**src/rtl/uart_pkg.sv**
```systemverilog
// Shared UART receive definitions: sequencer states, word-length codes and
// the default oversampling ratio.
package uart_pkg;

    localparam int unsigned OVERSAMPLE_DEFAULT = 16;

    localparam logic [1:0] WLS_5 = 2'b00;
    localparam logic [1:0] WLS_6 = 2'b01;
    localparam logic [1:0] WLS_7 = 2'b10;
    localparam logic [1:0] WLS_8 = 2'b11;

    typedef enum logic [2:0] {
        IDLE     = 3'd0,
        START    = 3'd1,
        DATA     = 3'd2,
        PARITY   = 3'd3,
        STOP     = 3'd4,
        BRK_WAIT = 3'd5
    } rx_state_t;

endpackage

```
**src/rtl/uart_rx_fsm_if.sv**
```systemverilog
// Serial line, line-control and received-character signals of the UART
// receive sequencer.
interface uart_rx_fsm_if;

    logic       baud_tick;
    logic       rx_in;
    logic [1:0] wls;
    logic       pen;
    logic       eps;
    logic       sp;
    logic [7:0] rsr_data;
    logic       data_valid;
    logic       parity_error;
    logic       framing_error;
    logic       break_det;
    logic       rx_busy;

    modport master (
        output baud_tick, rx_in, wls, pen, eps, sp,
        input  rsr_data, data_valid, parity_error, framing_error, break_det, rx_busy
    );

    modport slave (
        input  baud_tick, rx_in, wls, pen, eps, sp,
        output rsr_data, data_valid, parity_error, framing_error, break_det, rx_busy
    );

endinterface

```
**src/rtl/uart_rx_fsm_parity_checker.sv**
```systemverilog
// Combinational parity check of a received character against its parity bit,
// covering odd, even and stick parity.
module parity_checker (
    input  logic [7:0] data,
    input  logic       par_bit,
    input  logic       pen,
    input  logic       eps,
    input  logic       sp,
    output logic       parity_error_c
);

    // Stick parity forces the bit to ~eps; otherwise the total count of ones
    // (data + parity) must be even when eps=1 and odd when eps=0.
    always_comb begin
        parity_error_c = 1'b0;
        if (pen) begin
            if (sp) begin
                parity_error_c = (par_bit == eps);
            end else begin
                parity_error_c = (^data) ^ par_bit ^ ~eps;
            end
        end
    end

endmodule

```
**src/rtl/uart_rx_fsm.sv**
```systemverilog
// UART receive sequencer: start detection, mid-bit sampling of data, parity
// and stop bits on a 16x baud enable, and per-frame result publication.
module uart_rx_fsm #(
    parameter int unsigned OVERSAMPLE = uart_pkg::OVERSAMPLE_DEFAULT
) (
    input  logic          clk,
    input  logic          rst,
    uart_rx_fsm_if.slave  bus
);

    import uart_pkg::*;

    localparam int unsigned TW = $clog2(OVERSAMPLE);
    localparam logic [TW-1:0] MID_TICK  = TW'(OVERSAMPLE / 2 - 1);
    localparam logic [TW-1:0] LAST_TICK = TW'(OVERSAMPLE - 1);

    rx_state_t     state;
    logic [TW-1:0] tick_cnt;
    logic [2:0]    bit_cnt;
    logic [7:0]    shift;
    logic          rx_par;
    logic [2:0]    last_bit_c;
    logic          par_err_c;
    logic          brk_c;

    assign last_bit_c = {1'b0, bus.wls} + 3'd4;
    assign brk_c      = (shift == 8'h00) & (~bus.pen | ~rx_par) & ~bus.rx_in;

    parity_checker u_parity (
        .data           (shift),
        .par_bit        (rx_par),
        .pen            (bus.pen),
        .eps            (bus.eps),
        .sp             (bus.sp),
        .parity_error_c (par_err_c)
    );

    // Sequencer; everything except the data_valid pulse advances only on baud_tick.
    always_ff @(posedge clk or posedge rst) begin
        if (rst) begin
            state             <= IDLE;
            tick_cnt          <= '0;
            bit_cnt           <= '0;
            shift             <= '0;
            rx_par            <= 1'b0;
            bus.rsr_data      <= '0;
            bus.data_valid    <= 1'b0;
            bus.parity_error  <= 1'b0;
            bus.framing_error <= 1'b0;
            bus.break_det     <= 1'b0;
            bus.rx_busy       <= 1'b0;
        end else begin
            bus.data_valid <= 1'b0;
            if (bus.baud_tick) begin
                unique case (state)
                    IDLE: begin
                        if (!bus.rx_in) begin
                            state       <= START;
                            tick_cnt    <= '0;
                            shift       <= '0;
                            rx_par      <= 1'b0;
                            bus.rx_busy <= 1'b1;
                        end
                    end
                    START: begin
                        if (tick_cnt == MID_TICK) begin
                            tick_cnt <= '0;
                            if (bus.rx_in) begin
                                state       <= IDLE;
                                bus.rx_busy <= 1'b0;
                            end else begin
                                state   <= DATA;
                                bit_cnt <= '0;
                            end
                        end else begin
                            tick_cnt <= tick_cnt + TW'(1);
                        end
                    end
                    DATA: begin
                        if (tick_cnt == LAST_TICK) begin
                            tick_cnt       <= '0;
                            shift[bit_cnt] <= bus.rx_in;
                            if (bit_cnt == last_bit_c) begin
                                state <= bus.pen ? PARITY : STOP;
                            end else begin
                                bit_cnt <= bit_cnt + 3'd1;
                            end
                        end else begin
                            tick_cnt <= tick_cnt + TW'(1);
                        end
                    end
                    PARITY: begin
                        if (tick_cnt == LAST_TICK) begin
                            tick_cnt <= '0;
                            rx_par   <= bus.rx_in;
                            state    <= STOP;
                        end else begin
                            tick_cnt <= tick_cnt + TW'(1);
                        end
                    end
                    STOP: begin
                        // Leave at mid-stop so a start edge in its second half is caught.
                        if (tick_cnt == LAST_TICK) begin
                            tick_cnt          <= '0;
                            bus.rsr_data      <= shift;
                            bus.parity_error  <= par_err_c;
                            bus.framing_error <= ~bus.rx_in;
                            bus.break_det     <= brk_c;
                            bus.data_valid    <= 1'b1;
                            if (brk_c) begin
                                state <= BRK_WAIT;
                            end else begin
                                state       <= IDLE;
                                bus.rx_busy <= 1'b0;
                            end
                        end else begin
                            tick_cnt <= tick_cnt + TW'(1);
                        end
                    end
                    BRK_WAIT: begin
                        if (bus.rx_in) begin
                            state       <= IDLE;
                            bus.rx_busy <= 1'b0;
                        end
                    end
                    default: begin
                        state       <= IDLE;
                        bus.rx_busy <= 1'b0;
                    end
                endcase
            end
        end
    end

endmodule

```
**src/flat_wrapper.sv**
```systemverilog
// flat-port wrapper written by rule: the top's interface ports become plain ports
module uart_rx_fsm_flat import uart_pkg::*;
#(
    parameter int unsigned OVERSAMPLE = uart_pkg::OVERSAMPLE_DEFAULT
)
  (clk, rst, bus_baud_tick, bus_rx_in, bus_wls, bus_pen, bus_eps, bus_sp, bus_rsr_data, bus_data_valid, bus_parity_error, bus_framing_error, bus_break_det, bus_rx_busy);
  uart_rx_fsm_if bus_i ();
  input  logic clk;
  input  logic rst;
  input wire logic [$bits(bus_i.baud_tick)-1:0] bus_baud_tick;
  input wire logic [$bits(bus_i.rx_in)-1:0] bus_rx_in;
  input wire logic [$bits(bus_i.wls)-1:0] bus_wls;
  input wire logic [$bits(bus_i.pen)-1:0] bus_pen;
  input wire logic [$bits(bus_i.eps)-1:0] bus_eps;
  input wire logic [$bits(bus_i.sp)-1:0] bus_sp;
  output wire logic [$bits(bus_i.rsr_data)-1:0] bus_rsr_data;
  output wire logic [$bits(bus_i.data_valid)-1:0] bus_data_valid;
  output wire logic [$bits(bus_i.parity_error)-1:0] bus_parity_error;
  output wire logic [$bits(bus_i.framing_error)-1:0] bus_framing_error;
  output wire logic [$bits(bus_i.break_det)-1:0] bus_break_det;
  output wire logic [$bits(bus_i.rx_busy)-1:0] bus_rx_busy;
  assign bus_i.baud_tick = bus_baud_tick;
  assign bus_i.rx_in = bus_rx_in;
  assign bus_i.wls = bus_wls;
  assign bus_i.pen = bus_pen;
  assign bus_i.eps = bus_eps;
  assign bus_i.sp = bus_sp;
  assign bus_rsr_data = bus_i.rsr_data;
  assign bus_data_valid = bus_i.data_valid;
  assign bus_parity_error = bus_i.parity_error;
  assign bus_framing_error = bus_i.framing_error;
  assign bus_break_det = bus_i.break_det;
  assign bus_rx_busy = bus_i.rx_busy;
  uart_rx_fsm #(.OVERSAMPLE(OVERSAMPLE)) u_core (.clk(clk), .rst(rst), .bus(bus_i));
endmodule
```
**config.mk**
```make
export PLATFORM = sky130hd
export DESIGN_NAME = uart_rx_fsm_flat
export DESIGN_NICKNAME = d
export VERILOG_FILES = /design/src/rtl/uart_pkg.sv /design/src/rtl/uart_rx_fsm_if.sv /design/src/rtl/uart_rx_fsm_parity_checker.sv /design/src/rtl/uart_rx_fsm.sv /design/src/flat_wrapper.sv
export SDC_FILE = /design/constraint.sdc
export NUM_CORES = 1
export LEC_CHECK = 0
export CELL_PAD_IN_SITES_DETAIL_PLACEMENT = 2
export CELL_PAD_IN_SITES_GLOBAL_PLACEMENT = 2
export CORE_AREA = 2 2 77 79
export CTS_CLUSTER_SIZE = 12
export DETAILED_ROUTE_END_ITERATION = 12
export DIE_AREA = 0 0 79 81
export PLACE_DENSITY_LB_ADDON = 0.12
export SLEW_MARGIN = 25
export SYNTH_ARGS = -nofsm -noshare
export SYNTH_HDL_FRONTEND = slang
export SYNTH_SLANG_ARGS = --single-unit
```
**constraint.sdc**
```tcl
create_clock -name clk -period 2.7 [get_ports clk]
set_clock_uncertainty 0.2 [all_clocks]
set_input_delay 0.27 -clock clk [delete_from_list [all_inputs] [get_ports clk]]
set_output_delay 0.27 -clock clk [all_outputs]
set_load 0.1 [all_outputs]
```
# After elaboration in Yosys (flattened, before gate mapping)
# Index checks and enable logic that the tools add are counted.
dict set report totals {
  register_bits 32
  elab_cells 102
}
dict set report classes {
  add_sub_neg 3
  magnitude_cmp 2
  n_eq_ne 19
  muxes 40
  n_bitwise 10
  reduce_logical 17
}
# op n
set ops {}
lappend ops {{$mux W3} 13}
lappend ops {{$pmux W3 S6} 1}
lappend ops {{$mux W8} 2}
lappend ops {{$pmux W8 S2} 1}
lappend ops {{$mux W1} 13}
lappend ops {{$mux W4} 3}
lappend ops {{$pmux W4 S3} 1}
lappend ops {{$reduce_and A6 Y1} 2}
lappend ops {{$ne A2 B1 Y1 const B} 5}
lappend ops {{$ne A2 B2 Y1 const B} 5}
lappend ops {{$bwmux W8} 1}
lappend ops {{$logic_not A8 Y1} 1}
lappend ops {{$reduce_and A4 Y1} 2}
lappend ops {{$reduce_and A8 Y1} 1}
lappend ops {{$reduce_xor A8 Y1} 1}
lappend ops {{$eq A3 B2 Y1 const B} 2}
lappend ops {{$eq A3 B3 Y1 const B} 2}
lappend ops {{$pmux W3 S2} 1}
lappend ops {{$reduce_and A3 Y1} 2}
lappend ops {{$reduce_bool A2 Y1} 3}
lappend ops {{$not A1 Y1} 5}
lappend ops {{$pmux W1 S5} 1}
lappend ops {{$add A4 B1 Y4 const B} 1}
lappend ops {{$eq A4 B3 Y1 const B} 1}
lappend ops {{other kinds (19)} 21}

# Logic depth before layout (Yosys ltp)
dict set report depth {
  depth_word 7
  ltp_mapped 6
  ltp_nobuf 6
}

# By module
# Synthesis repeated with hierarchy kept, for this count alone.
dict set report hier_totals {
  hier_cells 200
  hier_area_um2 1923.1
}
# module n_inst cells_each area_each_um2 seq_area_each_um2
set modules_own_cells {}
lappend modules_own_cells {uart_rx_fsm 1 189 1834.3 800.8}
lappend modules_own_cells {parity_checker 1 11 88.8 0.0}

# Least setup slack after synthesis
# No wires, ideal clock.
dict set report synth_path {
  kind {reg2reg}
  start {register u_core.tick_cnt[0]}
  end {register u_core.state[0]}
  arrival_time_ns 1.535
  required_time_ns 2.375
  slack_ns 0.840
  path_stages_with_launch 6
  path_cell_list {dfrtp_1 > ha_1 > nand3_1 > a32o_1 > nor3_1 > mux2_2}
}
dict set report synth_via {
  elab_chain_cells 3
}
# item line
set synth_lines {}
lappend synth_lines {{start: declaration} uart_rx_fsm.sv:18} ;# logic [TW-1:0] tick_cnt;
lappend synth_lines {{start signal: assignment} uart_rx_fsm.sv:76} ;# tick_cnt <= tick_cnt + TW'(1);
lappend synth_lines {{start signal: assignment} uart_rx_fsm.sv:89} ;# tick_cnt <= tick_cnt + TW'(1);
lappend synth_lines {{start signal: assignment} uart_rx_fsm.sv:98} ;# tick_cnt <= tick_cnt + TW'(1);
lappend synth_lines {{$eq A4 B4 Y1 or $eq A4 B3 Y1 (tied branches)} --}
lappend synth_lines {{$ne A2 B1 Y1 (no line)} --}
lappend synth_lines {{$reduce_and A8 Y1 (no line) *} --}
lappend synth_lines {{end signal: assignment} uart_rx_fsm.sv:84} ;# state <= bus.pen ? PARITY : STOP;
lappend synth_lines {{end: declaration} uart_rx_fsm.sv:17} ;# rx_state_t state;
# Every way passes the cells marked *; elsewhere a longest branch is shown, timed or not.
# A chain may end at the register's enable or synchronous reset.

# Final worst setup path
dict set report layout_path {
  start {register u_core.state[1]}
  end {register u_core.state[2]}
}
dict set report layout_via {
  elab_chain_cells 3
}
# item line
set layout_lines {}
lappend layout_lines {{$eq A3 B3 Y1, or another cell as far along} uart_rx_fsm.sv:55} ;# unique case (state)
lappend layout_lines {{$ne A2 B1 Y1 (no line) or $ne A2 B2 Y1 (tied branches)} --}
lappend layout_lines {{$reduce_and A8 Y1 (no line)} --}
# Several ways; a longest one is shown, not always the timed one.

==> impl_metrics.ini <==
[sta]
timing.final.ws_setup_ns = 0.153
slew_headroom_pct = 39.7
rsz0062_at_grt = no
timing.hold.ws_ns = 0.182
hold_viol = 0
fin_tns_setup_ns = 0
maxSlewViolCount = 0
fmax_mhz = 393
finalCritPeriodShare_pct = 94.3
min_period_ns = 2.55
setup_viol = 0
worst_pin_slew_ns = 0.882

[synth]
synth_common_cells = dfrtp_1, o21ai_0, nand2_1
netlist.area_leader.share_pct = 42.6
synth_most_common_cell = dfrtp_1
syn_nets = 215
yosys-top-cells-area = dfrtp_1, o21ai_0, ha_1
syn_area_um2 = 1880
synth-seq-cells = 32
yosysWarnings = 0
synth_edf_count = 0
ys.flop_type = dfrtp_1
ys_seq_area_share_pct = 42.6
ys_types = 50
syn_inst = 200
async_flop_share_pct = 100
netlist.top_cell.by_area = dfrtp_1
syn_avg_cell_area_um2 = 9.41

[cts]
clk_pin_slew_ns = 0.07
cts_hold_buf = 0
insertion_delay_ns = 0.29
clk_path_buf_depth = 2
cts_tree = built
cts_setup_buffers = 0
ctsResizeCount = 0
cts_made_buffers = 5
cts_root_buf = clkbuf_8
clkSinkCount = 32
cts_max_level = 2

[status]
outcome = finished, final reports clean

[cells_and_area]
final_nets = 236
drive_above_1_share_pct = 14.4
n_antenna_cell = 0
area_growth_pct = 18.8
final_util_pct = 39.4

[die]
die_w_um = 79
core_area_um2 = 5680
dieArea_um2 = 6400
io_pins = 22
start_util_pct = 33.2
row_count = 28
die_y_um = 81

[route]
wire_per_inst_um = 18.7
drt_iter0_markers = 55
ant_nets = 0
drt_wl_total_mm = 5.55
dr_total_vias = 1596
via_per_inst = 5.37
drt-pass1-iter-count = 4
post-route-drc-count = 0

[pwr]
pwr-share-clk_pct = 22.4
p_per_area_nw_per_um2 = 950
pwr-share-comb_pct = 40.8
power_mw = 2.12
power_switching_mw = 0.906
ir_drop_v = 0.000356
p_leak_nw = 0.970
internal_power_mw = 1.22
p_seq_share_pct = 36.8
swShare_pct = 42.7

[critical_path]
cp_data_required_time_ns = 2.62
critPathCaptureType = flop
r2r_setup_slack_ns = 0.15
crit_end = u_core.state[2]$_DFFE_PP0P_
crit_path_start_kind = flop
crit_arrival_ns = 2.46
cp-startpoint = u_core.state[1]$_DFFE_PP0P_
crit_fanout = 21
rr_startpoint = u_core.state[1]$_DFFE_PP0P_
r2r_end = u_core.state[2]$_DFFE_PP0P_
crit_type = reg2reg
r2r_cells = 4

[global_route]
overflow = 0
gr-usage-all-layers_pct = 19.2
grt_pass1_wl_mm = 9.31
grt_pass1_vias = 1780
antenna_found_initial = 0
grt_max_degree = 33

[place]
pre_cts_ws_ns = 0.351
gp_congestion = 0.787
io_buffers = 21
dp_hpwl_mm = 4.08

[worst_hold_path]
hold_class = in2async

[flow_run]
max_cap_violations = 0
-- how the worst min path moves through the flow --
stage          slack, ns                          startpoint                                   end
2_1_floorplan       0.18                           bus_rx_in  u_core.bus.framing_error$_DFFE_PP0P_
3_3_place_gp        0.26  u_core.bus.rsr_data[7]$_DFFE_PP0P_    u_core.bus.rsr_data[7]$_DFFE_PP0P_
3_5_place_dp        0.28  u_core.bus.rsr_data[7]$_DFFE_PP0P_    u_core.bus.rsr_data[7]$_DFFE_PP0P_
4_1_cts             0.21                                 rst    u_core.bus.rsr_data[7]$_DFFE_PP0P_
5_1_grt             0.23                                 rst       u_core.bus.data_valid$_DFF_PP0_
6_report            0.18                                 rst           u_core.state[2]$_DFFE_PP0P_
-- registers in the layout, summed over array words and instances, names as in the netlist --
name                      count
u_core.bus.parity_error       1
u_core.shift                  8
u_core.bit_cnt                3
u_core.bus.rx_busy            1
u_core.bus.framing_error      1
u_core.state                  3
u_core.bus.break_det          1
u_core.rx_par                 1
u_core.bus.data_valid         1
u_core.tick_cnt               4
u_core.bus.rsr_data           8
-- layer usage --
layer	part of all wire [%]	wire, um	GRT usage, %
met3	3.0	164	4.22
met4	1.1	62	5.00
met1	45	2520	24.3
met5	0	0	0
met2	51	2800	33.2
-- cell type report --
class                           count  area [um^2]
Clock buffer                        5         68.8
Timing Repair Buffer               25          208
Inverter                           15         56.3
Tap cell                           75         93.8
Sequential cell                    32          801
Multi-Input combinational cell    142          966
Fill cell                         631         3440
Clock inverter                      3         42.5
-- power by group through the flow --
stage               Sequential (mW)  Clock [mW]  Combinational, mW
finish                        0.781       0.476              0.866
global route                  0.817       0.509              0.954
CTS                           0.781       0.486              0.884
detailed placement            0.789           0              0.866
global placement              0.778           0              0.836
floorplan                     0.708           0              0.698
-- per-stage QoR --
stage,std cells,area (um^2)
after global placement,289,2120
after floorplan,200,1880
final,297,2240
after global routing,297,2240
after detailed placement,289,2120
after CTS,297,2240
-- worst max-delay path, cell delays in order (launching register included) --
cell	delay (ns)
dfrtp_1	0.80
inv_1	0.15
a31o_2	0.28
a2111oi_0	0.71
mux2i_1	0.22
-- cell families after synthesis --
family,after synthesis,synth area share (%)
compound gates,60,22.3
xor+xnor,9,4.19
fa+ha+maj,7,4.52
buf+inv,26,6.12
flops,32,42.6
mux,7,3.92
simple gates,59,16.4
-- placed cells by master (no fill, tap or decap), types with 3 or more instances in the layout --
cell type,netlist,routed
clkbuf_8,0,5
o211ai_1,5,5
nand2b_1,5,5
a21oi_1,7,7
nor3_1,3,3
clkdlybuf4s50_1,0,8
o21ai_0,20,20
buf_4,2,17
o21a_1,4,4
nand2_1,16,16
mux2i_1,4,4
inv_1,15,15
dfrtp_1,32,32
nor2_1,12,12
o22ai_1,3,3
nand3b_1,4,4
ha_1,6,6
xnor2_1,7,7
nand3_1,3,3
a2111oi_0,3,3
(Power assumes the default switching activity.)
